### src/rtl/mips_dbg_pkg.sv
// Shared definitions for the MIPS architectural-state dump engine.
package mips_dbg_pkg;

  localparam int unsigned WORD_BYTES = 4;

  // out_kind encodings
  localparam logic [1:0] KIND_PC  = 2'd0;
  localparam logic [1:0] KIND_REG = 2'd1;
  localparam logic [1:0] KIND_MEM = 2'd2;

  typedef enum logic [2:0] {
    StIdle,
    StPc,
    StReq,
    StWait,
    StHold,
    StDone
  } dump_state_e;

  // Which section of the dump the current beat belongs to
  typedef enum logic [1:0] {
    PhPc,
    PhReg,
    PhMem
  } dump_phase_e;

endpackage

### src/rtl/mips_halt_detect.sv
// Halt detector: flags a core whose PC has not moved for STALL_CYCLES cycles.
// 'armed' stops a parked core from retriggering once its state has been dumped.
module mips_halt_detect
  import mips_dbg_pkg::*;
#(
  parameter int unsigned DATA_W       = 32,
  parameter int unsigned STALL_CYCLES = 16
) (
  input  logic              clk,
  input  logic              rst,
  input  logic [DATA_W-1:0] pc_in,
  input  logic              clr_armed,
  output logic              halt_trig
);

  localparam int unsigned CntW = $clog2(STALL_CYCLES + 1);

  logic [DATA_W-1:0] pc_prev_q;
  logic [CntW-1:0]   stall_cnt_q, stall_cnt_d;
  logic              armed_q, armed_d;
  logic              pc_moved;

  assign pc_moved = (pc_in != pc_prev_q);

  // Next-state: saturating stall counter; a PC move re-arms and wins over a clear
  always_comb begin
    stall_cnt_d = stall_cnt_q;
    armed_d     = armed_q;
    if (pc_moved) begin
      stall_cnt_d = '0;
      armed_d     = 1'b1;
    end else begin
      if (stall_cnt_q != CntW'(STALL_CYCLES)) begin
        stall_cnt_d = stall_cnt_q + 1'b1;
      end
      if (clr_armed) begin
        armed_d = 1'b0;
      end
    end
  end

  // State registers
  always_ff @(posedge clk or posedge rst) begin
    if (rst) begin
      pc_prev_q   <= '0;
      stall_cnt_q <= '0;
      armed_q     <= 1'b1;
    end else begin
      pc_prev_q   <= pc_in;
      stall_cnt_q <= stall_cnt_d;
      armed_q     <= armed_d;
    end
  end

  assign halt_trig = armed_q && (stall_cnt_q == CntW'(STALL_CYCLES));

endmodule

### src/rtl/mips_state_dump.sv
// Architectural-state dump engine: streams PC, register file and a data-memory
// window as tagged valid/ready beats after a start pulse or a detected halt.
module mips_state_dump
  import mips_dbg_pkg::*;
#(
  parameter int unsigned DATA_W       = 32,
  parameter int unsigned NREGS        = 32,
  parameter int unsigned MEM_BASE     = 0,
  parameter int unsigned MEM_WORDS    = 9,
  parameter int unsigned READ_LAT     = 0,
  parameter int unsigned AUTO_TRIG    = 1,
  parameter int unsigned STALL_CYCLES = 16
) (
  input  logic              clk,
  input  logic              rst,
  input  logic              start,
  input  logic [DATA_W-1:0] pc_in,
  output logic [4:0]        rf_raddr,
  input  logic [DATA_W-1:0] rf_rdata,
  output logic [DATA_W-1:0] dm_raddr,
  input  logic [DATA_W-1:0] dm_rdata,
  output logic              out_valid,
  input  logic              out_ready,
  output logic [1:0]        out_kind,
  output logic [15:0]       out_index,
  output logic [DATA_W-1:0] out_data,
  output logic              busy,
  output logic              done
);

  dump_state_e       state_q, state_d;
  dump_phase_e       phase_q, phase_d;
  logic [15:0]       idx_q, idx_d;
  logic [DATA_W-1:0] pc_snap_q, pc_snap_d;
  logic [DATA_W-1:0] out_data_q, out_data_d;
  logic [1:0]        out_kind_q, out_kind_d;
  logic [15:0]       out_index_q, out_index_d;
  logic              halt_trig;
  logic              trig;
  logic              in_req;

  mips_halt_detect #(
    .DATA_W      (DATA_W),
    .STALL_CYCLES(STALL_CYCLES)
  ) u_halt (
    .clk      (clk),
    .rst      (rst),
    .pc_in    (pc_in),
    .clr_armed(state_q == StDone),
    .halt_trig(halt_trig)
  );

  assign trig = start || ((AUTO_TRIG != 0) && halt_trig);

  // Next-state logic: beat sequencing and output-register loads
  always_comb begin
    state_d     = state_q;
    phase_d     = phase_q;
    idx_d       = idx_q;
    pc_snap_d   = pc_snap_q;
    out_data_d  = out_data_q;
    out_kind_d  = out_kind_q;
    out_index_d = out_index_q;
    unique case (state_q)
      StIdle: begin
        if (trig) begin
          pc_snap_d = pc_in;
          state_d   = StPc;
        end
      end
      StPc: begin
        out_data_d  = pc_snap_q;
        out_kind_d  = KIND_PC;
        out_index_d = '0;
        phase_d     = PhPc;
        idx_d       = '0;
        state_d     = StHold;
      end
      StReq, StWait: begin
        // With zero latency the read data is already valid in REQ
        if (state_q == StWait || READ_LAT == 0) begin
          out_data_d  = (phase_q == PhReg) ? rf_rdata : dm_rdata;
          out_kind_d  = (phase_q == PhReg) ? KIND_REG : KIND_MEM;
          out_index_d = idx_q;
          state_d     = StHold;
        end else begin
          state_d = StWait;
        end
      end
      StHold: begin
        if (out_ready) begin
          state_d = StReq;
          case (phase_q)
            PhPc: begin
              idx_d = '0;
              if (NREGS != 0) phase_d = PhReg;
              else if (MEM_WORDS != 0) phase_d = PhMem;
              else state_d = StDone;
            end
            PhReg: begin
              if (idx_q == 16'(NREGS - 1)) begin
                idx_d = '0;
                if (MEM_WORDS != 0) phase_d = PhMem;
                else state_d = StDone;
              end else begin
                idx_d = idx_q + 16'd1;
              end
            end
            PhMem: begin
              if (idx_q == 16'(MEM_WORDS - 1)) state_d = StDone;
              else idx_d = idx_q + 16'd1;
            end
            default: state_d = StDone;
          endcase
        end
      end
      StDone:  state_d = StIdle;
      default: state_d = StIdle;
    endcase
  end

  // State and output registers; reset aborts any dump in progress
  always_ff @(posedge clk or posedge rst) begin
    if (rst) begin
      state_q     <= StIdle;
      phase_q     <= PhPc;
      idx_q       <= '0;
      pc_snap_q   <= '0;
      out_data_q  <= '0;
      out_kind_q  <= '0;
      out_index_q <= '0;
    end else begin
      state_q     <= state_d;
      phase_q     <= phase_d;
      idx_q       <= idx_d;
      pc_snap_q   <= pc_snap_d;
      out_data_q  <= out_data_d;
      out_kind_q  <= out_kind_d;
      out_index_q <= out_index_d;
    end
  end

  // Read addresses are held through REQ and WAIT, zero elsewhere
  always_comb begin
    in_req   = (state_q == StReq) || (state_q == StWait);
    rf_raddr = '0;
    dm_raddr = '0;
    if (in_req && phase_q == PhReg) begin
      rf_raddr = idx_q[4:0];
    end
    if (in_req && phase_q == PhMem) begin
      dm_raddr = DATA_W'(MEM_BASE) + DATA_W'(idx_q) * DATA_W'(WORD_BYTES);
    end
  end

  assign out_valid = (state_q == StHold);
  assign out_kind  = out_kind_q;
  assign out_index = out_index_q;
  assign out_data  = out_data_q;
  assign busy      = (state_q != StIdle) && (state_q != StDone);
  assign done      = (state_q == StDone);

endmodule

### config.mk
export PLATFORM = sky130hd
export DESIGN_NAME = mips_state_dump
export DESIGN_NICKNAME = d
export VERILOG_FILES = /design/src/rtl/mips_dbg_pkg.sv /design/src/rtl/mips_halt_detect.sv /design/src/rtl/mips_state_dump.sv
export SDC_FILE = /design/constraint.sdc
export NUM_CORES = 1
export LEC_CHECK = 0
export ABC_AREA = 1
export CAP_MARGIN = 20
export CORE_AREA = 2 2 103 154
export CTS_CLUSTER_DIAMETER = 100
export DETAILED_ROUTE_END_ITERATION = 8
export DIE_AREA = 0 0 105 156
export GPL_ROUTABILITY_DRIVEN = 0
export PLACE_DENSITY_LB_ADDON = 0.08
export SKIP_LAST_GASP = 1
export SLEW_MARGIN = 20
export SYNTH_ARGS = -nofsm -noshare
export SYNTH_HDL_FRONTEND = slang
export SYNTH_SLANG_ARGS = --single-unit
### constraint.sdc
create_clock -name clk -period 8.78 [get_ports clk]
set_clock_uncertainty 0.05 [all_clocks]
set_input_delay 1.317 -clock clk [delete_from_list [all_inputs] [get_ports clk]]
set_output_delay 1.317 -clock clk [all_outputs]
set_load 0.05 [all_outputs]
==> Yosys cells after proc, flatten, opt, wreduce, memory -nomap -nowiden <==
Index checks and enable logic that the tools add are counted.
{ "classes": {"addsub": 2, "mul": 0, "n_div": 0, "magnitude_cmp": 0, "eq_ne": 19, "n_shift": 0, "muxes": 25, "n_bitwise": 0, "reduce_logical": 20} }
{ "op_table": {"columns": ["op", "n"], "rows": [
  ["one-hot mux 16 bit (2 select lines)", 2],
  ["one-hot mux 32 bit (2 select lines)", 1],
  ["two-way mux 16 bit", 3],
  ["one-hot mux 16 bit (3 select lines)", 1],
  ["two-way mux 32 bit", 1],
  ["!= test 32 bit", 1],
  ["two-way mux 18 bit", 1],
  ["adder 16 x 1 -> 16 bit (second input constant)", 1],
  ["equality test 16 x 4 -> 1 bit (second input constant)", 1],
  ["equality test 16 x 5 -> 1 bit (second input constant)", 1],
  ["two-way mux 5 bit", 3],
  ["one-hot mux 2 bit (2 select lines)", 3],
  ["two-way mux 3 bit", 3],
  ["!= test 3 bit (second input constant)", 3],
  ["one-hot mux 3 bit (3 select lines)", 1],
  ["AND reduction 4 bit", 2],
  ["nonzero test 2 bit", 4],
  ["equality test 3 x 2 -> 1 bit (second input constant)", 2],
  ["equality test 3 bit (second input constant)", 2],
  ["two-way mux 2 bit", 3],
  ["one-hot mux 3 bit (2 select lines)", 1],
  ["adder 5 x 1 -> 5 bit (second input constant)", 1],
  ["equality test 5 bit (second input constant)", 1],
  ["!= test 5 bit (second input constant)", 1],
  ["16 further kinds", 23]
]} }
{ "word_totals": {"reg_bits": 141, "latchBits": 0, "ram_bits": 0, "romBits": 0, "elab_cells": 76, "memories": 0} }

==> Longest topological paths before layout <==
Gate-level depths: netlist (run 1).
{ "logic_depth": {"word_depth": 5, "ltp_mapped": 13} }

==> By module <==
From an unflattened synthesis (run 1), not the netlist that was laid out.
{ "hier_totals": {"hier_cells": 744, "area_unflattened_um2": 6729.0} }
{ "by_module_without_submodules": {"columns": ["mod", "n_inst", "cells_per_inst", "area_each_um2", "seq_area_each_um2"], "rows": [
  ["mips_state_dump", 1, 580, 5136.2, 2577.5],
  ["mips_halt_detect", 1, 164, 1592.8, 952.2]
]} }

==> Worst setup path after synthesis (run 1) <==
OpenSTA, ideal clock, no wires.
{ "synth_path": {"kind": "register to output", "startpoint": "register phase_q[1]", "endpoint": "output port rf_raddr[0]", "t_arrival_ns": 1.891, "path_slack_ns": 5.522, "path_stages_with_launch": 8, "path_buffers": 1, "cell_sequence": "dfrtp_1 -> inv_1 -> ha_1 -> inv_1 -> nor2_2 -> buf_2 -> inv_1 -> nor2_1"} }
{ "synth_via": {"elab_chain_cells": 3} }
{ "synth_rtl": {"columns": ["element", "line", "rtl"], "rows": [
  ["start, declared", "mips_state_dump.sv:32", "dump_phase_e phase_q, phase_d;"],
  ["start signal, assigned", "mips_state_dump.sv:126", "phase_q <= PhPc;"],
  ["start signal, assigned", "mips_state_dump.sv:134", "phase_q <= phase_d;"],
  ["equality test 2 x 1 -> 1 bit", "mips_state_dump.sv:148", "if (in_req && phase_q == PhReg) begin"],
  ["logical AND 1 bit", "mips_state_dump.sv:148", null],
  ["two-way mux 5 bit", "mips_state_dump.sv:148", null],
  ["end, declared", "mips_state_dump.sv:18", "output logic [4:0] rf_raddr,"]
]} }
Every way passes these cells.

==> Final worst setup path (run 1) <==
{ "layout_path": {"startpoint": "register phase_q[1]", "endpoint": "output port rf_raddr[2]"} }
Same word-level chain as after synthesis.

==> results of run 1 <==
## layer usage
| metal | vias to the layer above | wire, um | share of wire, % | global-route usage [%] |
|---|---|---|---|---|
| li1 | 2748 | - | - | - |
| met1 | 2808 | 6910 | 37 | 24.1 |
| met2 | 216 | 10300 | 55 | 44.2 |
| met3 | 34 | 1090 | 5.8 | 5.60 |
| met4 | 0 | 488 | 2.6 | 10.5 |
| met5 | - | 0 | 0 | 0 |
## metrics by stage
stage | util [%] | worst slack (ns) | power [uW] | cell area [um2] | hold WS [ns]
detailed placement | 56.4 | 4.51 | 2070 | 8470 | 0.419
global placement | 56.4 | 4.61 | 2030 | 8470 | 0.424
floorplan | - | 3.63 | 1700 | 6690 | 0.403
finish | 60.4 | 4.09 | 2760 | 9060 | 0.436
global route | 60.4 | 3.87 | 2910 | 9060 | 0.449
CTS | 60.3 | 4.07 | 2780 | 9050 | 0.435
## kinds of logic (layout without fill, tap and decap cells)
family                     Yosys count  in the layout
AOI/OAI and AO/OA                  121            121
xor gates and xnor gates            21             21
adders and majority gates            8              8
buffers and inverters              116            284
DFF                                141            141
muxes                               18             18
other                                1             16
and+or+nand+nor                    321            321
## tightest hold or removal path, delay by kind of cell, from the launching register on
family          cells  cell delay, ns
simple gates        1            0.05
compound gates      1            0.06
flops               1            0.34
## final timing paths
path                                           start                             to  slack (ns)  cells after the start
hold reg to reg            out_index[15]$_DFFE_PP0P_      out_index[15]$_DFFE_PP0P_        0.44                      2
setup reg to reg              state_q[1]$_DFFE_PP0P_        out_data[4]$_DFFE_PP0P_        6.54                      6
min in group asynchronous                        rst  u_halt.pc_prev_q[4]$_DFF_PP0_        1.33                      2
setup / recovery              phase_q[1]$_DFFE_PP0P_                    rf_raddr[2]        4.09                      7
hold / removal             out_index[15]$_DFFE_PP0P_      out_index[15]$_DFFE_PP0P_        0.44                      2
max in group asynchronous                        rst           idx_q[8]$_DFFE_PP0P_        5.96                      3
## registers in the layout, summed over array words and instances (netlist names)
signal	cells
out_data	32
pc_snap_q	32
u_halt.pc_prev_q	32
idx_q	16
out_index	16
u_halt.stall_cnt_q	5
state_q	3
out_kind	2
phase_q	2
u_halt.armed_q	1
## power groups by stage
stage                     logic [uW]  registers (uW)  clock network (uW)
after global routing            1210             948                 749
after global placement          1100             932                   0
final                           1120             930                 705
after detailed placement        1130             939                   0
after CTS                       1130             929                 720
after floorplan                  511            1190                   0
## synth_stat cells, types with 3 or more instances
cell type | number | area (um2)
nor2_1 | 99 | 372
mux2_1 | 12 | 135
o21ai_1 | 10 | 50.1
o21ai_0 | 39 | 195
xnor2_1 | 18 | 158
mux2_2 | 6 | 67.6
or2_2 | 12 | 75.1
a21oi_1 | 37 | 185
buf_4 | 18 | 135
ha_1 | 8 | 100
nor3_1 | 8 | 40.0
nand2_1 | 150 | 563
clkbuf_1 | 15 | 56.3
nand4_1 | 6 | 37.5
inv_1 | 68 | 255
nand2_2 | 4 | 25.0
inv_2 | 5 | 18.8
nor2_2 | 7 | 43.8
nand3_1 | 30 | 150
a221oi_1 | 32 | 280
xor2_1 | 3 | 26.3
buf_2 | 6 | 30.0
dfrtp_1 | 140 | 3500
## layout make-up
type | instances | area share, %
clock buffer | 20 | 4.93
clock inverter | 12 | 1.52
inverter | 75 | 3.19
multi-input combinational | 505 | 29.2
sequential | 141 | 38.9
tap | 199 | 2.75
timing repair buffer | 177 | 19.5
==> key figures, run 1 <==
Die
  – Die width: 105 um
  – Die span in y: between 150 and 200 um
  – Starting Density: 44.2%
  – Core outline area: 15,000 um2
  – Die area: 16,400 um2
  – Row count: 55
  – Ports: 190

Synthesis
  – Sequential fraction of the synthesis area: a little over half
  – Post-Synth Adder-Cell Area: 1.51%
  – Post-synthesis compound-gate area fraction: 11.1%
  – Post-synth EDFFs: 0
  – Main combinational cell family by area after synthesis: simple AND/OR/NAND/NOR gates
  – Multiplexer share of the synthesized area: between 3 and 4%
  – Syn avg cell area: ~8.9 um2
  – Asr flop ratio synth: 100%
  – Synth warnings: 0
  – XOR/XNOR Fraction of Synth Area: around 2.8%
  – Main synth FF type: dfrtp_1
  – Area of the mapped netlist: 6630 um2
  – Number of library cell types mapped by synthesis: 37
  – Simple-Gate Fraction of Synth Area: 20.4%
  – Yosys reg bits: 141
  – Cells after Synth: between 700 and 800

Worst setup path
  – CP delay by family, top: buffers and inverters
  – Sum of buffers and inverters on the critical path: 4
  – Worst EP required: 7.41 ns
  – Crit-path slowest cell: clkdlybuf4s50_1
  – Critical path arrival: roughly 3.3 ns
  – Critical path type: flop to output pin
  – Critical Path Fanout Max: 33
  – CP startpoint kind: flop
  – Max stage delay on crit path: 0.84 ns
  – Crit path cell chain: inv_1, ha_1, inv_1, nor2_4, inv_1, nor2_1, clkdlybuf4s50_1
  – CP most frequent cell: inv_1
  – CP Capture Type: output pin

Global route
  – Gr usage total: approximately a quarter
  – Pin count of the biggest net entering global routing: 73
  – Number of global-route vias before repair: about 6,000
  – First-pass GRT wire length: between 30 and 40 mm
  – Initial antenna violation count: 0
  – Gr ovfl total: 0

Clock tree
  – H-tree level count: 4
  – CTS Sinks: 141
  – TritonCTS clock tree: done
  – CTS buffer count: 17
  – CTS Hold Bufs: 0
  – Postcts setup bufs: 0
  – Worst-path clk slew: 0.06 ns
  – Clock Tree Buf Depth: 2
  – Clock Latency Late Sink: slightly above 0.4 ns
  – Post-CTS Resized: 0
  – CTS root buf: clkbuf_16

Cells and area
  – Non-filler cells, final: 1,129
  – Seq. cell area: approximately 3500 um2
  – Commonest non-fill, non-tap cell in the layout: clkdlybuf4s50_1
  – Multi-input logic area: 2640 um2
  – Fillers: 1,378
  – P&R area growth vs syn: 36.7%
  – Fraction of layout cells with a size suffix above 1: 8.17%
  – Antenna diodes: 0
  – Layout Nets: a little over 1,000
  – Most frequent cells in the layout: clkdlybuf4s50_1, nand2_1, dfrtp_1

Detailed routing
  – Via count of the routed design: approximately 5,800
  – ANT nets after route: 0
  – Drt drc: 0
  – Pre-Repair DR Iteration Count: 5
  – Avg WL per Cell: 16.6 um
  – Drt via density: 5.14
  – Final WL: 18.8 mm
  – Iteration-0 DRC Markers: 234

Run
  – Max-Cap Viols: 0

Timing
  – Setup TNS: 0 ns
  – Fmax: 213 MHz
  – Final worst-path cycle share: a little over half
  – Crit path time final: 4.69 ns
  – Hold Fails Final Rpt: 0
  – Final setup fails: 0
  – Slew Limit Fails: 0
  – Unrepaired setup endpoints after global routing: no
  – Worst-Margin Slew: 0.965 ns
  – Slew HR: 35.6%

Pwr
  – Power Density: 304 nW/um2
  – P_int: 1630 uW
  – Clock share of power: approximately 26%
  – Net Sw Power: between 1000 and 1500 uW
  – LEAKAGE: 0.00394 uW
  – Net Sw Frac: 40.8%
  – Gate power share: 40.7%
  – Peak VDD IR: 150 uV
  – Share of power burned in registers: between 30% and 40%

Placed design
  – Detailed Place HPWL: between 10 and 15 mm
  – Dpl cells: ~1,100
  – Port-buffer cells: 173

Hold path
  – Worst Hold Class: flop to flop

Run status
  – Status: complete, no violations
Power figures use the tool's default switching activity.
==> run 2, diff against run 1 <==
--- a/config.mk
+++ b/config.mk
@@ -7,10 +7,10 @@
 export LEC_CHECK = 0
 export ABC_AREA = 1
 export CAP_MARGIN = 20
-export CORE_AREA = 2 2 103 154
+export CORE_AREA = 2 2 105 158
 export CTS_CLUSTER_DIAMETER = 100
 export DETAILED_ROUTE_END_ITERATION = 8
-export DIE_AREA = 0 0 105 156
+export DIE_AREA = 0 0 107 160
 export GPL_ROUTABILITY_DRIVEN = 0
 export PLACE_DENSITY_LB_ADDON = 0.08
 export SKIP_LAST_GASP = 1
==> constraint.sdc (replaced) <==
create_clock -name clk -period 4.3 [get_ports clk]
set_clock_uncertainty 0.05 [all_clocks]
set_input_delay 0.645 -clock clk [delete_from_list [all_inputs] [get_ports clk]]
set_output_delay 0.645 -clock clk [all_outputs]
set_load 0.05 [all_outputs]
==> key figures, run 2 (synthesized netlist as in run 1, its figures left out) <==
Worst setup path
  – CP delay by family, top: buffers and inverters
  – Sum of buffers and inverters on the critical path: 2 (-2)
  – Crit-path slowest cell: clkdlybuf4s50_1
  – CP startpoint kind: flop
  – Worst EP required: 3.61 ns (-3.80 ns)
  – Critical path type: flop to output pin
  – Max stage delay on crit path: 0.85 ns (about the same)
  – Crit path cell chain: inv_1, ha_1, nand3_1, nor2_1, clkdlybuf4s50_1
  – Critical path arrival: 2.75 ns (-0.57 ns)
  – Critical Path Fanout Max: 16 (-52%)
  – CP Capture Type: output pin

Die
  – Starting Density: 41.7% (-2.5 points)
  – Row count: 57 (+3.6%)
  – Die span in y: 160 um (+2.6%)
  – Ports: 190 (unchanged)
  – Die area: 17,100 um2 (+4.5%)
  – Die width: 107 um (+1.9%)
  – Core outline area: 15,900 um2 (+6.0%)

Pwr
  – Clock share of power: 25.1% (-0.5 points)
  – P_int: 3290 uW (+100%)
  – Power Density: 615 nW/um2 (+100%)
  – Net Sw Frac: 41.4% (+0.58 points)
  – LEAKAGE: 0.00395 uW (+0.14%)
  – Gate power share: 41.2% (+0.5 points)
  – Net Sw Power: 2320 uW (+110%)
  – Share of power burned in registers: 33.7% (about the same)
  – Peak VDD IR: 432 uV (+190%)

Clock tree
  – H-tree level count: 4 (unchanged)
  – Postcts setup bufs: 0 (unchanged)
  – Post-CTS Resized: 0 (unchanged)
  – CTS Sinks: 141 (unchanged)
  – TritonCTS clock tree: done
  – Worst-path clk slew: 0.06 ns (about the same)
  – Clock Latency Late Sink: 0.41 ns (about the same)
  – CTS root buf: clkbuf_16
  – CTS Hold Bufs: 0 (unchanged)
  – Clock Tree Buf Depth: 2 (unchanged)
  – CTS buffer count: 17 (unchanged)

Detailed routing
  – Avg WL per Cell: 16.2 um (-2.9%)
  – Iteration-0 DRC Markers: 320 (+37%)
  – Pre-Repair DR Iteration Count: 5 (unchanged)
  – ANT nets after route: 0 (unchanged)
  – Via count of the routed design: 5,774 (-0.55%)
  – Drt drc: 0 (unchanged)
  – Drt via density: 5.07 (-1.4%)
  – Final WL: 18.4 mm (-2.0%)

Placed design
  – Detailed Place HPWL: 13.1 mm (-3.3%)
  – Port-buffer cells: 173 (unchanged)
  – DP Worst Slack: 1.26 ns (-3.25 ns)

Global route
  – Gr usage total: 22.0% (-1.4 points)
  – First-pass GRT wire length: 29.6 mm (-1.9%)
  – Gr ovfl total: 0 (unchanged)
  – Pin count of the biggest net entering global routing: 65 (-11%)
  – Initial antenna violation count: 0 (unchanged)
  – Number of global-route vias before repair: 5,832 (-3.3%)

Timing
  – Final worst-path cycle share: 80.1%
  – Worst-Margin Slew: 0.890 ns (-0.0747 ns)
  – Hold WS: 0.434 ns (-0.00182 ns)
  – Hold Fails Final Rpt: 0 (unchanged)
  – Setup TNS: 0 ns (unchanged)
  – Final setup fails: 0 (unchanged)
  – Fmax: 290 MHz
  – Slew Limit Fails: 0 (unchanged)
  – Setup ws final: 0.855 ns (-3.24 ns)
  – Unrepaired setup endpoints after global routing: no
  – Slew HR: 40.6% (+5.0 points)
  – Crit path time final: between 3 and 4 ns

Run status
  – Status: complete, no violations

Cells and area
  – Fraction of layout cells with a size suffix above 1: 8.68% (+0.51 points)
  – Commonest non-fill, non-tap cell in the layout: clkdlybuf4s50_1
  – P&R area growth vs syn: 37.4%
  – Antenna diodes: 0 (unchanged)
  – Layout Nets: 1,028 (+0.29%)
  – Most frequent cells in the layout: clkdlybuf4s50_1, nand2_1, dfrtp_1

Hold path
  – Worst Hold Class: flop to flop

Run
  – Max-Cap Viols: 0 (unchanged)
-- run 2: area by class of cell --
cell class                 instances  area [um2]
inverter                          75         288
tap                              206         258
multi-input combinational        505        2650
sequential                       141        3530
clock inverter                    13         133
fill                            1432        6800
timing repair buffer             180        1810
clock buffer                      19         443
-- run 2: path summary, 6_finish.rpt --
kind | start | end | slack, ns | depth (start not counted)
min reg2reg | out_kind[0]$_DFFE_PP0P_ | out_kind[0]$_DFFE_PP0P_ | 0.43 | 2
max | phase_q[0]$_DFFE_PP0P_ | dm_raddr[6] | 0.86 | 5
min | out_kind[0]$_DFFE_PP0P_ | out_kind[0]$_DFFE_PP0P_ | 0.43 | 2
min in group asynchronous | rst | out_data[17]$_DFFE_PP0P_ | 0.56 | 2
max reg2reg | state_q[2]$_DFFE_PP0P_ | out_data[29]$_DFFE_PP0P_ | 1.87 | 6
max in group asynchronous | rst | u_halt.armed_q$_DFFE_PP1P_ | 2.61 | 4
-- run 2: stage by stage --
stage | power, uW | instances | utilization (%) | area [um2]
floorplan | 3470 | 762 | - | 6690
global placement | 4180 | 1106 | 53.5 | 8510
detailed placement | 4230 | 1106 | 53.5 | 8510
CTS | 5660 | 1138 | 57.1 | 9090
global route | 5930 | 1139 | 57.3 | 9110
finish | 5610 | 1139 | 57.3 | 9110
-- run 2: per-layer routing --
metal / vias to the layer above / track usage (%) / routed length [um]
met3: 24 / 4.37 / 1010
met2: 176 / 39.9 / 9910
met1: 2817 / 25.9 / 7220
met4: 0 / 6.38 / 274
li1: 2757 / - / -
met5: - / 0 / 0
-- run 2: power by group through the flow --
stage	Clock, uW	Combinational, uW	Sequential (uW)
floorplan	0	1040	2430
global placement	0	2280	1900
detailed placement	0	2320	1910
CTS	1440	2330	1890
global route	1500	2500	1930
finish	1410	2310	1890
-- run 2: worst min-delay path, stage by stage (launching register included) --
cell     delay (ns)
dfrtp_1        0.34
nand2_1        0.06
nand2_1        0.05
==> run 3, diff against run 2 <==
==> constraint.sdc (replaced) <==
create_clock -name clk -period 2.9 [get_ports clk]
set_clock_uncertainty 0.05 [all_clocks]
set_input_delay 0.435 -clock clk [delete_from_list [all_inputs] [get_ports clk]]
set_output_delay 0.435 -clock clk [all_outputs]
set_load 0.05 [all_outputs]
==> key figures, run 3 (synthesized netlist as in run 1, its figures left out) <==
Clock tree
  – CTS root buf: clkbuf_16
  – CTS Hold Bufs: 0 (unchanged)
  – TritonCTS clock tree: done
  – Post-CTS Resized: 0 (unchanged)
  – Worst-path clk slew: 0.06 ns (about the same)
  – Clock Latency Late Sink: 0.41 ns (about the same)
  – Clock Tree Buf Depth: 2 (unchanged)
  – H-tree level count: 4 (unchanged)
  – Postcts setup bufs: 0 (unchanged)
  – CTS Sinks: 141 (unchanged)
  – CTS buffer count: 17 (unchanged)

Detailed routing
  – Avg WL per Cell: 16.4 um (+1.3%)
  – Drt via density: 5.06 (-0.15%)
  – Met2 wire length: 10.2 mm (+2.5%)
  – ANT nets after route: 0 (unchanged)
  – Drt drc: 0 (unchanged)
  – Met1 wire length: 7.24 mm (+0.25%)
  – Iteration-0 DRC Markers: 299 (-6.6%)
  – Pre-Repair DR Iteration Count: 5 (unchanged)
  – DR top layer: met4
  – Via count of the routed design: 5,760 (-0.24%)
  – WL met3: 918 um (-9.1%)
  – Final WL: 18.6 mm (+1.2%)

Cells and area
  – Fraction of layout cells with a size suffix above 1: 11.1% (+2.4 points)
  – Antenna diodes: 0 (unchanged)
  – Most frequent cells in the layout: clkdlybuf4s50_1, nand2_1, dfrtp_1
  – Layout Nets: 1,028 (unchanged)
  – P&R area growth vs syn: 37.8%
  – Finished Cell Area: 9130 um2 (+0.27%)
  – Multi-input logic area: 2650 um2 (unchanged)
  – Fillers: 1,450 (+1.3%)
  – Commonest non-fill, non-tap cell in the layout: clkdlybuf4s50_1
  – Seq. cell area: 3530 um2 (unchanged)

Global route
  – Number of global-route vias before repair: 5,916 (+1.4%)
  – Pin count of the biggest net entering global routing: 101 (+55%)
  – First-pass GRT wire length: 29.8 mm (+0.91%)
  – Initial antenna violation count: 0 (unchanged)
  – Gr ovfl total: 0 (unchanged)
  – Gr usage total: 22.2% (+0.25 points)

Timing
  – Final setup fails: 0 (unchanged)
  – Hold Fails Final Rpt: 0 (unchanged)
  – Worst-Margin Slew: 0.660 ns (-0.230 ns)
  – Final worst-path cycle share: 93.1%
  – Setup TNS: 0 ns (unchanged)
  – Unrepaired setup endpoints after global routing: no
  – Slew HR: 55.9% (+15 points)
  – Crit path time final: approximately 2.7 ns
  – Slew Limit Fails: 0 (unchanged)
  – Fmax: 371 MHz

Run
  – Max-Cap Viols: 0 (unchanged)

Worst setup path
  – Critical path arrival: 2.21 ns (-0.54 ns)
  – CP startpoint kind: flop
  – Worst Setup SP: state_q[1]$_DFFE_PP0P_
  – FF-to-FF Start: state_q[2]$_DFFE_PP0P_
  – R2r setup slk: 0.72 ns (-1.15 ns)
  – Worst EP required: 2.41 ns (-1.20 ns)
  – Critical Path Fanout Max: 6 (-10)
  – R2r worst-path depth: 6 (unchanged)
  – CP Capture Type: output pin
  – Critical path type: flop to output pin
  – Worst r2r dst: out_data[3]$_DFFE_PP0P_

Pwr
  – LEAKAGE: 0.00402 uW (+1.8%)
  – Power Density: 924 nW/um2 (+50%)
  – Peak VDD IR: 442 uV (+2.4%)

Hold path
  – Worst Hold Class: flop to flop
  – Min-delay src: out_kind[1]$_DFFE_PP0P_
  – Hold path cells: 2 (unchanged)
  – Worst Hold Path EP: out_kind[1]$_DFFE_PP0P_

Run status
  – Status: complete, no violations

Die
  – Die area: 17,100 um2 (unchanged)
  – Die span in y: 160 um (unchanged)
  – Ports: 190 (unchanged)
  – Starting Density: 41.7% (unchanged)
  – Row count: 57 (unchanged)
  – Core outline area: 15,900 um2 (unchanged)
  – Die width: 107 um (unchanged)

Placed design
  – Dpl cell area: 8540 um2 (+0.32%)
  – Detailed Place HPWL: 13.3 mm (+1.9%)
  – Port-buffer cells: 173 (unchanged)
[run 3: worst max path at each step]
stage | endpoint | slack, ns | cells past startpoint
after floorplan | rf_raddr[0] | 0.52 | 7
after global placement | out_valid | 0.72 | 4
after detailed placement | out_valid | 0.65 | 4
after CTS | out_valid | 0.20 | 4
after global routing | done | 0.10 | 3
final | out_valid | 0.20 | 4
[run 3: where the power goes]
part / total, uW / internal [uW] / switching (uW)
logic: 3450 / 1180 / 2280
clock network: 2180 / 1300 / 875
registers: 2810 / 2500 / 307
[run 3: through the flow]
stage	worst slack (ns)	util, %	hold WS (ns)	instances	total power, uW
after floorplan	0.524	-	0.403	762	5150
after global placement	0.722	53.7	0.412	1107	6210
after detailed placement	0.649	53.7	0.418	1107	6300
after CTS	0.200	57.4	0.427	1138	8520
after global routing	0.101	57.4	0.426	1138	8890
final	0.201	57.4	0.433	1138	8440
[run 3: metal layers]
metal,up-vias,global-route usage [%]
met4,0,7.20
met2,182,40.3
li1,2746,-
met5,-,0
met1,2802,25.5
met3,30,5.02
[run 3: area by class of cell]
| class | instances | share of cell area [%] |
|---|---|---|
| multi-input cells | 505 | 29.0 |
| flip-flops and latches | 141 | 38.6 |
| clock inverters | 13 | 1.68 |
| inverters | 75 | 3.15 |
| well taps | 206 | 2.82 |
| repair buffers | 180 | 19.9 |
| clock buffers | 18 | 4.81 |
[run 3: worst max-delay path, cell delays in order, from the launching register on]
cell,delay [ns]
dfrtp_1,0.47
nor2_4,0.22
nand2_2,0.12
inv_1,0.17
clkdlybuf4s50_1,0.83
